`src/rtl/fetch_queue_if.sv`:
```
// Bundle of the fetch front end's memory read port, writeback control
// and decode handshake. The master side belongs to fetch_queue.
interface fetch_queue_if;
   logic [14:0] mem_raddr;
   logic [15:0] mem_rdata;
   logic        redirect;
   logic [15:0] redirect_pc;
   logic        halt;
   logic        dec_valid;
   logic [15:0] dec_inst;
   logic [15:0] dec_pc;
   logic        dec_ready;

   modport master (
      output mem_raddr, dec_valid, dec_inst, dec_pc,
      input  mem_rdata, redirect, redirect_pc, halt, dec_ready
   );

   modport slave (
      input  mem_raddr, dec_valid, dec_inst, dec_pc,
      output mem_rdata, redirect, redirect_pc, halt, dec_ready
   );
endinterface

```
`src/rtl/fetch_queue.sv`:
```
// Prefetching instruction-fetch front end: issues one read per cycle,
// tracks reads across a fixed memory latency and buffers returned words
// in a small FIFO popped by decode. Redirect flushes everything.
module fetch_queue #(
   parameter int DEPTH   = 4,
   parameter int MEM_LAT = 2
) (
   input logic          clk,
   input logic          rst_n,
   fetch_queue_if.master fq
);

   localparam int PW = $clog2(DEPTH);
   localparam int CW = PW + 1;
   // Wide enough for buffered words plus every in-flight read.
   localparam int SW = $clog2(DEPTH + MEM_LAT + 1);

   typedef struct packed {
      logic [15:0] inst;
      logic [15:0] pc;
   } entry_t;

   logic [15:0]        fetch_pc_q, fetch_pc_d;
   logic [MEM_LAT-1:0] infl_valid_q, infl_valid_d;
   logic [15:0]        infl_pc_q [MEM_LAT];
   logic [15:0]        infl_pc_d [MEM_LAT];
   entry_t             fifo_q [DEPTH];
   entry_t             fifo_d [DEPTH];
   logic [PW-1:0]      rd_ptr_q, rd_ptr_d;
   logic [PW-1:0]      wr_ptr_q, wr_ptr_d;
   logic [CW-1:0]      count_q, count_d;

   logic [SW-1:0]      credit_used;
   logic               issue;
   logic               push;
   logic               pop;

   assign fq.mem_raddr = fetch_pc_q[15:1];
   assign fq.dec_valid = (count_q != '0);
   assign fq.dec_inst  = fifo_q[rd_ptr_q].inst;
   assign fq.dec_pc    = fifo_q[rd_ptr_q].pc;

   assign push = infl_valid_q[MEM_LAT-1];
   assign pop  = fq.dec_valid && fq.dec_ready;

   // Credits: a read may issue only if its word is sure to find a FIFO slot.
   always_comb begin
      credit_used = SW'(count_q);
      for (int i = 0; i < MEM_LAT; i++) begin
         credit_used = credit_used + SW'(infl_valid_q[i]);
      end
      issue = !fq.redirect && !fq.halt && (credit_used < SW'(DEPTH));
   end

   // Next state: redirect flushes and restarts; otherwise issue, shift, push, pop.
   always_comb begin
      // NOTE: every next-state variable is defaulted first so no path leaves
      // a variable unassigned and a latch can never be inferred.
      fetch_pc_d   = fetch_pc_q;
      infl_valid_d = infl_valid_q;
      infl_pc_d    = infl_pc_q;
      fifo_d       = fifo_q;
      rd_ptr_d     = rd_ptr_q;
      wr_ptr_d     = wr_ptr_q;
      count_d      = count_q;

      if (fq.redirect) begin
         fetch_pc_d   = fq.redirect_pc & 16'hFFFE;
         infl_valid_d = '0;
         rd_ptr_d     = '0;
         wr_ptr_d     = '0;
         count_d      = '0;
      end else begin
         for (int i = 1; i < MEM_LAT; i++) begin
            infl_valid_d[i] = infl_valid_q[i-1];
            infl_pc_d[i]    = infl_pc_q[i-1];
         end
         infl_valid_d[0] = issue;
         infl_pc_d[0]    = fetch_pc_q;
         if (issue) begin
            fetch_pc_d = fetch_pc_q + 16'd2;
         end

         if (push) begin
            fifo_d[wr_ptr_q] = '{inst: fq.mem_rdata, pc: infl_pc_q[MEM_LAT-1]};
            wr_ptr_d         = wr_ptr_q + PW'(1);
         end
         if (pop) begin
            rd_ptr_d = rd_ptr_q + PW'(1);
         end
         case ({push, pop})
            2'b10:   count_d = count_q + CW'(1);
            2'b01:   count_d = count_q - CW'(1);
            default: count_d = count_q;
         endcase
      end
   end

   // State registers with asynchronous reset.
   always_ff @(posedge clk or negedge rst_n) begin
      if (!rst_n) begin
         fetch_pc_q   <= '0;
         infl_valid_q <= '0;
         rd_ptr_q     <= '0;
         wr_ptr_q     <= '0;
         count_q      <= '0;
         for (int i = 0; i < MEM_LAT; i++) begin
            infl_pc_q[i] <= '0;
         end
         // NOTE: the small buffer is reset as well so dec_inst/dec_pc read
         // zero out of reset instead of uninitialised storage.
         for (int i = 0; i < DEPTH; i++) begin
            fifo_q[i] <= '0;
         end
      end else begin
         // NOTE: non-blocking assignments so every register samples
         // pre-edge values regardless of statement order.
         fetch_pc_q   <= fetch_pc_d;
         infl_valid_q <= infl_valid_d;
         infl_pc_q    <= infl_pc_d;
         fifo_q       <= fifo_d;
         rd_ptr_q     <= rd_ptr_d;
         wr_ptr_q     <= wr_ptr_d;
         count_q      <= count_d;
      end
   end

endmodule

```
`src/flat_wrapper.sv`:
```
// flat-port wrapper written by rule: the top's interface ports become plain ports
module fetch_queue_flat 
#(
   parameter int DEPTH   = 4,
   parameter int MEM_LAT = 2
)
  (clk, rst_n, fq_mem_raddr, fq_dec_valid, fq_dec_inst, fq_dec_pc, fq_mem_rdata, fq_redirect, fq_redirect_pc, fq_halt, fq_dec_ready);
  fetch_queue_if fq_i ();
  input logic clk;
  input logic rst_n;
  output wire logic [$bits(fq_i.mem_raddr)-1:0] fq_mem_raddr;
  output wire logic [$bits(fq_i.dec_valid)-1:0] fq_dec_valid;
  output wire logic [$bits(fq_i.dec_inst)-1:0] fq_dec_inst;
  output wire logic [$bits(fq_i.dec_pc)-1:0] fq_dec_pc;
  input wire logic [$bits(fq_i.mem_rdata)-1:0] fq_mem_rdata;
  input wire logic [$bits(fq_i.redirect)-1:0] fq_redirect;
  input wire logic [$bits(fq_i.redirect_pc)-1:0] fq_redirect_pc;
  input wire logic [$bits(fq_i.halt)-1:0] fq_halt;
  input wire logic [$bits(fq_i.dec_ready)-1:0] fq_dec_ready;
  assign fq_mem_raddr = fq_i.mem_raddr;
  assign fq_dec_valid = fq_i.dec_valid;
  assign fq_dec_inst = fq_i.dec_inst;
  assign fq_dec_pc = fq_i.dec_pc;
  assign fq_i.mem_rdata = fq_mem_rdata;
  assign fq_i.redirect = fq_redirect;
  assign fq_i.redirect_pc = fq_redirect_pc;
  assign fq_i.halt = fq_halt;
  assign fq_i.dec_ready = fq_dec_ready;
  fetch_queue #(.DEPTH(DEPTH), .MEM_LAT(MEM_LAT)) u_core (.clk(clk), .rst_n(rst_n), .fq(fq_i));
endmodule
```
`config.mk`:
```
export PLATFORM = sky130hd
export DESIGN_NAME = fetch_queue_flat
export DESIGN_NICKNAME = d
export VERILOG_FILES = /design/src/rtl/fetch_queue_if.sv /design/src/rtl/fetch_queue.sv /design/src/flat_wrapper.sv
export SDC_FILE = /design/constraint.sdc
export NUM_CORES = 1
export LEC_CHECK = 0
export CORE_MARGIN = 2
export CORE_UTILIZATION = 60
export CTS_CLUSTER_SIZE = 16
export DETAILED_ROUTE_END_ITERATION = 16
export PLACE_DENSITY = 0.84
export SLEW_MARGIN = 20
export SYNTH_ARGS = -nofsm -noshare
export SYNTH_HDL_FRONTEND = slang
export SYNTH_SLANG_ARGS = --single-unit
```
`constraint.sdc`:
```
create_clock -name clk -period 5.1 [get_ports clk]
set_input_delay 0.51 -clock clk [delete_from_list [all_inputs] [get_ports clk]]
set_output_delay 0.51 -clock clk [all_outputs]
set_load 0.01 [all_outputs]
```
Word-level counts from Yosys, hierarchy flattened

Index checks and enable logic that the tools add are counted.

Register bits: 185
Bits of input ports: 37
Output and inout port bits: 48
Logic and storage cells: 58

Add/sub/neg operators: 7
Magnitude comparators: 4
Eq/ne operators: 2
Mux-type cells: 15
Bitwise logic cells: 3
Reductions and logical operators: 12

Operator list:

| cell                                                                 | number |
|---|---|
| 128-bit bitwise mux                                                  | 1 |
| 32-bit 2-to-1 mux                                                    | 3 |
| 32-bit binary-select mux with 2-bit select                           | 1 |
| 32-bit demux with 2-bit select                                       | 1 |
| 16-bit 2-to-1 mux                                                    | 2 |
| 16-bit by 2-bit adder with 16-bit output, second input constant      | 1 |
| 2-bit 2-to-1 mux                                                     | 5 |
| 3-bit by 1-bit adder with 3-bit output                               | 2 |
| 3-bit >= comparator, second input constant                           | 2 |
| 2-bit inverter with 3-bit output                                     | 2 |
| 3-bit case mux with 2 select lines                                   | 1 |
| 2-bit nonzero test                                                   | 3 |
| 3-bit nonzero test                                                   | 2 |
| 2-bit by 1-bit adder with 2-bit output, second input constant        | 2 |
| 1-bit logical AND                                                    | 4 |
| 3-bit by 1-bit adder with 3-bit output, second input constant        | 1 |
| 3-bit by 1-bit < comparator with 1-bit output, second input constant | 1 |
| 3-bit < comparator, second input constant                            | 1 |
| 3-bit 2-to-1 mux                                                     | 1 |
| 3-bit by 1-bit subtractor with 3-bit output, second input constant   | 1 |
| 2-bit by 1-bit == test with 1-bit output, second input constant      | 1 |
| 2-bit == test, second input constant                                 | 1 |
| 1-bit zero test                                                      | 2 |
| 2-bit AND reduction                                                  | 1 |
| 1-bit inverter                                                       | 1 |

Longest topological paths before layout

Gate-level depths: netlist of the first run.

Depth after elaboration: 6
Gate-level depth with buffers: 6
Depth with buffers taken out: 6

Worst setup path after synthesis of the first run

Ideal clock, no wire load.

Path kind: register -> register
From: reg u_core.count_q[0]
To: reg u_core.fetch_pc_q[11]
Setup time: 141 ps
Arrival time: 1,925 ps
Data required time: 4,959 ps
Slack: 3,034 ps
Stages on the path, launching flop included: 7
Path buffers: 1
Clock period less this slack: 2,066 ps
Path through: dfrtp_1 > ha_1 > a21o_1 > a221o_1 > buf_2 > o41ai_1 > a31oi_1

Longest elaborated chain between the ends: 5

RTL lines:

| element                                              | line               | text |
|---|---|---|
| start, declared                                      | fetch_queue.sv:31  | `logic [CW-1:0] count_q, count_d;` |
| start signal, assigned                               | fetch_queue.sv:124 | `count_q <= count_d;` |
| 3-bit by 1-bit adder with 3-bit output (2 in series) | fetch_queue.sv:50  | `credit_used = credit_used + SW'(infl_valid_q[i]);` |
| 3-bit < comparator                                   | fetch_queue.sv:52  | `issue = !fq.redirect && !fq.halt && (credit_used < SW'(DEPTH));` |
| 1-bit logical AND                                    | fetch_queue.sv:52  |  |
| 2-bit nonzero test (no source line)                  | n/a                |  |
| end signal, assigned                                 | fetch_queue.sv:118 | `fetch_pc_q <= fetch_pc_d;` |
| end, declared                                        | fetch_queue.sv:23  | `logic [15:0] fetch_pc_q, fetch_pc_d;` |

No other way between the ends.
A chain may end at the register's enable or synchronous reset.

Worst setup path in the final report of the first run

From: reg u_core.rd_ptr_q[0]
To: out fq_dec_pc[5]

Longest elaborated chain between the ends: 4

RTL lines:

| element                                                | line               | text |
|---|---|---|
| start, declared                                        | fetch_queue.sv:29  | `logic [PW-1:0] rd_ptr_q, rd_ptr_d;` |
| start signal, assigned                                 | fetch_queue.sv:122 | `rd_ptr_q <= rd_ptr_d;` |
| 2-bit inverter with 3-bit output (implied by the code) | fetch_queue.sv:41  | `assign fq.dec_pc = fifo_q[rd_ptr_q].pc;` |
| 32-bit binary-select mux with 2-bit select             | fetch_queue.sv:41  |  |
| 32-bit 2-to-1 mux (implied by the code) (2 in series)  | fetch_queue.sv:41  |  |
| end, declared                                          | flat_wrapper.sv:14 | `output wire logic [$bits(fq_i.dec_pc)-1:0] fq_dec_pc;` |

No other way between the ends. The select of a mux whose other input is x is not followed.

==> flow_metrics.py, run 1 <==
metrics = {
    "synthesis": {
        "synth_warnings": 0,
        "synth_cell_type_count": 43,
        "synth_nets": 571,
        "synth.area.top_cells": "dfrtp_1, mux2_2, mux4_2",
        "synth_simple_gate_area_share_pct": 4.87,
        "synthCells": 527,
        "synth_area_um2": 7810,
        "synth-xor-area-share_pct": 0.561,
        "yosysTopAreaCellShare_pct": 57.1,
        "ys_seq_area_share_pct": 57.1,
        "synth_compound_area_share_pct": 3.57,
        "avgSynthCellArea_um2": 14.8,
        "synthMuxAreaShare_pct": 30.7,
        "yosys.area.top_type": "dfrtp_1",
        "synth_seq_cells": 178,
        "synth_top_family_by_area": "multiplexers",
        "synth_fa_ha_area_share_pct": 1.22,
    },
    "finish": {
        "drive_above_1_share_pct": 37.0,
        "layout_commonest_cell": "dfrtp_1",
        "final_nets": 650,
        "fillers": 833,
        "synthToLayoutAreaGrowth_pct": 19.4,
        "insertedDiodeCount": 0,
        "final_cell_mix": "dfrtp_1, mux2_2, clkdlybuf4s50_1, mux4_2, nor2_1",
        "post-route-cell-area_um2": 9320,
    },
    "floorplan": {
        "start_util_pct": 61.6,
        "ioPinCount": 85,
        "die_h_um": 118,
        "coreArea_um2": 12700,
        "dieArea_um2": 13900,
        "die_w_um": 118,
        "rows": 41,
    },
    "timing": {
        "setup_tns_ps": 0,
        "drv_slew": 0,
        "slew_headroom_pct": 40.2,
        "final-hold-violation-count": 0,
        "fmax_mhz": 313,
        "finalSetupViolCount": 0,
        "final.period_utilization_pct": 62.6,
        "skew_ps": 9.79,
        "tightest_slew_ps": 897,
        "min_period_ps": 3190,
        "rsz0062_at_grt": "false",
    },
    "run_status": {
        "outcome": "finished clean",
    },
    "cts": {
        "cts-root-buf": "clkbuf_16",
        "clkTransAtPathRegs_ps": 60,
        "clock_sinks": 178,
        "cts_buffer_depth": 2,
        "cts_tree": "done",
        "cts_setup_buffers": 0,
        "clock_latency_ps": 430,
        "post_cts_resized": 0,
        "htreeDepth": 4,
        "ctsHoldBuffers": 0,
        "cts_buffers": 17,
    },
    "grt": {
        "grt_start_max_net_pins": 73,
        "grt_pass1_wl_um": 25600,
        "grt_pass1_vias": 5058,
        "grt_usage_pct": 23.4,
        "grt_antenna_before_repair": 0,
        "overflow": 0,
    },
    "power": {
        "leakagePower_nw": 4.18,
        "power.density_nw_per_um2": 451,
        "vdd_drop_max_mv": 0.268,
    },
    "detailed_routing": {
        "drt_first_pass_iters": 5,
        "ant_nets": 0,
        "wl_per_cell_um": 19.1,
        "routed_wirelength_um": 15100,
        "via_count": 4710,
        "vias_per_cell": 5.95,
        "drc": 0,
        "drt_iter0_drc": 328,
    },
    "critical_path": {
        "cp_max_fo": 19,
        "cp.required_ps": 4590,
        "reg2reg_slack_ps": 2710,
        "critPathKind": "flop to output port",
        "crit_path_end_kind": "output port",
        "reg2reg_depth": 5,
        "r2r-start": "u_core.infl_valid_q[1]",
        "cpMaxStageDelayCell": "dfrtp_2",
        "r2r-end": "u_core.fetch_pc_q[8]",
        "start_kind": "flop",
        "crit_chain": "buf_4, mux4_2, clkdlybuf4s50_1",
        "cpPeakStageDelay_ps": 710,
        "arrival_ps": 2680,
    },
    "job": {
        "maxCapViolCount": 0,
    },
    "placed_design": {
        "dp_hpwl_um": 9720,
        "port_buffers": 82,
        "place_area_um2": 8780,
        "place_congestion": 0.872,
    },
    "hold_path": {
        "hold_class": "input pin to asynchronous set/reset pin",
    },
}
worst max-delay path, delay by kind of cell, from the launching register on:
kind / cells / cell delay [ps]
buf+inv: 2 / 950
flops: 1 / 710
mux: 1 / 580
power by group:
group          total [mW]  switching, mW  internal [mW]
clock                1.18          0.551          0.627
combinational        1.15          0.431          0.716
sequential           1.88          0.204           1.67
flip-flops by register name, indices dropped and copies added (netlist names):
signal	flops
u_core.fetch_pc_q	15
u_core.infl_pc_q	30
u_core.fifo_q	124
u_core.infl_valid_q	2
u_core.wr_ptr_q	2
u_core.count_q	3
u_core.rd_ptr_q	2
cells by family after synthesis:
logic type | after synthesis
AO/OA/AOI/OAI | 40
other | 1
adder cells (fa/ha/maj) | 7
multiplexers | 182
AND/OR/NAND/NOR | 75
buffers and inverters | 39
flip-flops | 178
XOR/XNOR | 5
per-layer routing:
metal	track usage (%)	vias up	share of wire [%]
met3	5.96	19	4.2
met4	7.00	0	0.95
li1	-	2110	-
met2	38.1	119	51
met1	31.3	2462	44
met5	0	-	0
Yosys cell counts, drive strengths merged:
master / instances
mux4: 31
nor2: 23
nand3b: 1
nand3: 7
o41ai: 1
or4: 8
nand4: 4
conb: 1
mux2i: 2
o21ai: 8
nand2b: 1
a22oi: 1
nand2: 17
inv: 8
or4b: 1
nor2b: 3
a31oi: 11
or3: 3
clkbuf: 22
a21o: 2
a31o: 2
xnor2: 2
xor2: 3
nor3b: 1
a221oi: 1
a22o: 1
a21oi: 3
dfrtp: 178
nor3: 2
o31a: 2
mux2: 149
a21boi: 1
nor4: 1
ha: 6
buf: 9
fa: 1
a221o: 2
or2: 1
and3: 2
o31ai: 5
worst max path at each step:
stage	startpoint	end	slack (ps)	cells after the start
6_report	u_core.rd_ptr_q[0]	fq_dec_pc[5]	1910	3
5_1_grt	u_core.rd_ptr_q[0]	fq_dec_pc[6]	1730	3
4_1_cts	u_core.rd_ptr_q[0]	fq_dec_pc[8]	1850	3
3_5_place_dp	u_core.rd_ptr_q[0]	fq_dec_pc[8]	2320	3
3_3_place_gp	u_core.rd_ptr_q[0]	fq_dec_pc[8]	2310	3
2_1_floorplan	u_core.count_q[0]	u_core.fetch_pc_q[11]	3030	6
through the flow:
step | power (mW) | hold WS, ps | std cells | setup WS (ps) | utilization (%)
final | 4.20 | 6.43 | 791 | 1910 | 73.6
after global routing | 4.41 | 31.7 | 791 | 1730 | 73.6
after CTS | 4.24 | 14.3 | 791 | 1850 | 73.6
after detailed placement | 3.05 | 459 | 759 | 2320 | 69.3
after global placement | 2.99 | 453 | 759 | 2310 | 69.3
after floorplan | 2.50 | 214 | 527 | 3030 | -
final cells by class:
cell class	count	area, um2	share of cell area [%]
Timing Repair Buffer	91	885	9.49
Sequential cell	178	4460	47.8
Clock inverter	14	109	1.17
Clock buffer	18	429	4.60
Inverter	8	30.0	0.322
Multi-Input combinational cell	310	3200	34.3
Tap cell	172	215	2.31
Note: power is estimated with default switching activity, not from simulation.
==> run 2: changes to the inputs <==
CORE_UTILIZATION = 51   (was 60)
PLACE_DENSITY = 0.76   (was 0.84)
clock period = 2.6 ns   (was 5.1 ns; I/O delays follow)
==> flow_metrics.py, run 2 (synthesis gave the netlist of run 1 again) <==
metrics = {
    "hold_path": {
        "hold_start": "fq_redirect",
        "hold_class": "input pin to flop",
        "worstHoldEndpoint": "u_core.rd_ptr_q[1]",
        "hold_depth": 2,
    },
    "cts": {
        "post_cts_resized": 0,
        "clkTransAtPathRegs_ps": 60,
        "cts_buffer_depth": 2,
        "clock_sinks": 178,
        "clock_latency_ps": 420,
        "cts-root-buf": "clkbuf_16",
        "htreeDepth": 4,
        "ctsHoldBuffers": 1,
        "cts_tree": "done",
        "cts_buffers": 17,
        "cts_setup_buffers": 0,
    },
    "critical_path": {
        "reg2reg_slack_ps": 220,
        "cp_max_fo": 7,
        "start_kind": "flop",
        "r2r-start": "u_core.infl_valid_q[1]",
        "r2r-end": "u_core.fetch_pc_q[8]",
        "arrival_ps": 2230,
        "reg2reg_depth": 5,
        "crit_chain": "buf_4, mux4_2, clkdlybuf4s50_1",
        "cp_top_family": "buffers and inverters",
        "crit_buf_inv": 2,
        "critPathKind": "flop to output port",
        "cpMaxStageDelayCell": "mux4_2",
        "cp.required_ps": 2340,
        "cpPeakStageDelay_ps": 530,
        "crit_path_end_kind": "output port",
    },
    "power": {
        "p_total_mw": 8.21,
        "vdd_drop_max_mv": 0.556,
        "leakagePower_nw": 4.26,
        "power.density_nw_per_um2": 869,
    },
    "grt": {
        "grt_pass1_wl_um": 25600,
        "overflow": 0,
        "grt_start_max_net_pins": 82,
        "grt_antenna_before_repair": 0,
        "grt_usage_pct": 20.5,
        "grt_pass1_vias": 4993,
    },
    "finish": {
        "fillers": 1145,
        "largestRegisters": "u_core.fifo_q x124, u_core.infl_pc_q x30, u_core.fetch_pc_q x15",
        "synthToLayoutAreaGrowth_pct": 21.1,
        "insertedDiodeCount": 0,
        "largest_register_ffs": 124,
        "final_nets": 664,
        "drive_above_1_share_pct": 37.3,
        "final_cell_mix": "dfrtp_1, mux2_2, clkdlybuf4s50_1, mux4_2, nor2_1",
        "top_register": "u_core.fifo_q",
        "layout_commonest_cell": "dfrtp_1",
    },
    "detailed_routing": {
        "ant_nets": 0,
        "drt_iter0_drc": 315,
        "drt_first_pass_iters": 4,
        "vias_per_cell": 5.69,
        "routed_wirelength_um": 15300,
        "wl_per_cell_um": 18.8,
        "via_count": 4654,
        "drc": 0,
    },
    "job": {
        "maxCapViolCount": 0,
    },
    "floorplan": {
        "coreArea_um2": 15100,
        "start_util_pct": 51.7,
        "dieArea_um2": 16300,
        "die_h_um": 128,
        "die_w_um": 128,
        "rows": 45,
        "ioPinCount": 85,
    },
    "timing": {
        "min_period_ps": 2490,
        "fmax_mhz": 402,
        "finalSetupViolCount": 0,
        "skew_ps": 5.03,
        "setup_tns_ps": 0,
        "tightest_slew_ps": 626,
        "rsz0062_at_grt": "false",
        "final.period_utilization_pct": 95.6,
        "drv_slew": 0,
        "final-hold-violation-count": 0,
        "slew_headroom_pct": 58.3,
    },
    "placed_design": {
        "place_congestion": 0.841,
        "dp_hpwl_um": 10400,
        "port_buffers": 82,
    },
    "run_status": {
        "outcome": "finished clean",
    },
}
run 2: report_power, final:
group / internal, mW / switching (mW)
registers: 3.29 / 0.366
logic: 1.46 / 0.882
clock network: 1.25 / 0.971
total: 5.99 / 2.22
run 2: worst max-delay path by stage:
stage	cells past startpoint	end	slack (ps)	startpoint
after global placement	5	u_core.fetch_pc_q[11]	290	u_core.infl_valid_q[1]
after detailed placement	5	u_core.fetch_pc_q[8]	250	u_core.infl_valid_q[1]
after floorplan	6	u_core.fetch_pc_q[11]	530	u_core.count_q[0]
final	3	fq_dec_inst[3]	110	u_core.rd_ptr_q[0]
after global routing	3	fq_dec_pc[14]	20	u_core.rd_ptr_q[0]
after CTS	3	fq_dec_pc[12]	70	u_core.rd_ptr_q[0]
run 2: through the flow:
stage / utilization [%] / instances / worst slack (ps) / area [um2] / hold WS (ps)
finish: 62.6 / 818 / 115 / 9450 / 344
global route: 62.6 / 818 / 15.7 / 9450 / 364
CTS: 62.6 / 818 / 71.5 / 9450 / 340
detailed placement: 59.2 / 788 / 252 / 8940 / 265
global placement: 59.2 / 788 / 289 / 8940 / 250
floorplan: - / 527 / 534 / 7810 / -35.6
run 2: area by class of cell:
type / instances / area [um2] / area share, %
tap: 188 / 235 / 2.49
inverter: 8 / 30.0 / 0.318
sequential: 178 / 4460 / 47.1
clock buffer: 23 / 468 / 4.95
clock inverter: 6 / 35.0 / 0.371
multi-input combinational: 310 / 3200 / 33.8
timing repair buffer: 105 / 1030 / 10.9
run 2: metal layers:
layer	track usage (%)	share of wire [%]
met3	4.38	3.3
met4	5.69	0.74
met5	0	0
met1	27.9	45
met2	33.8	51
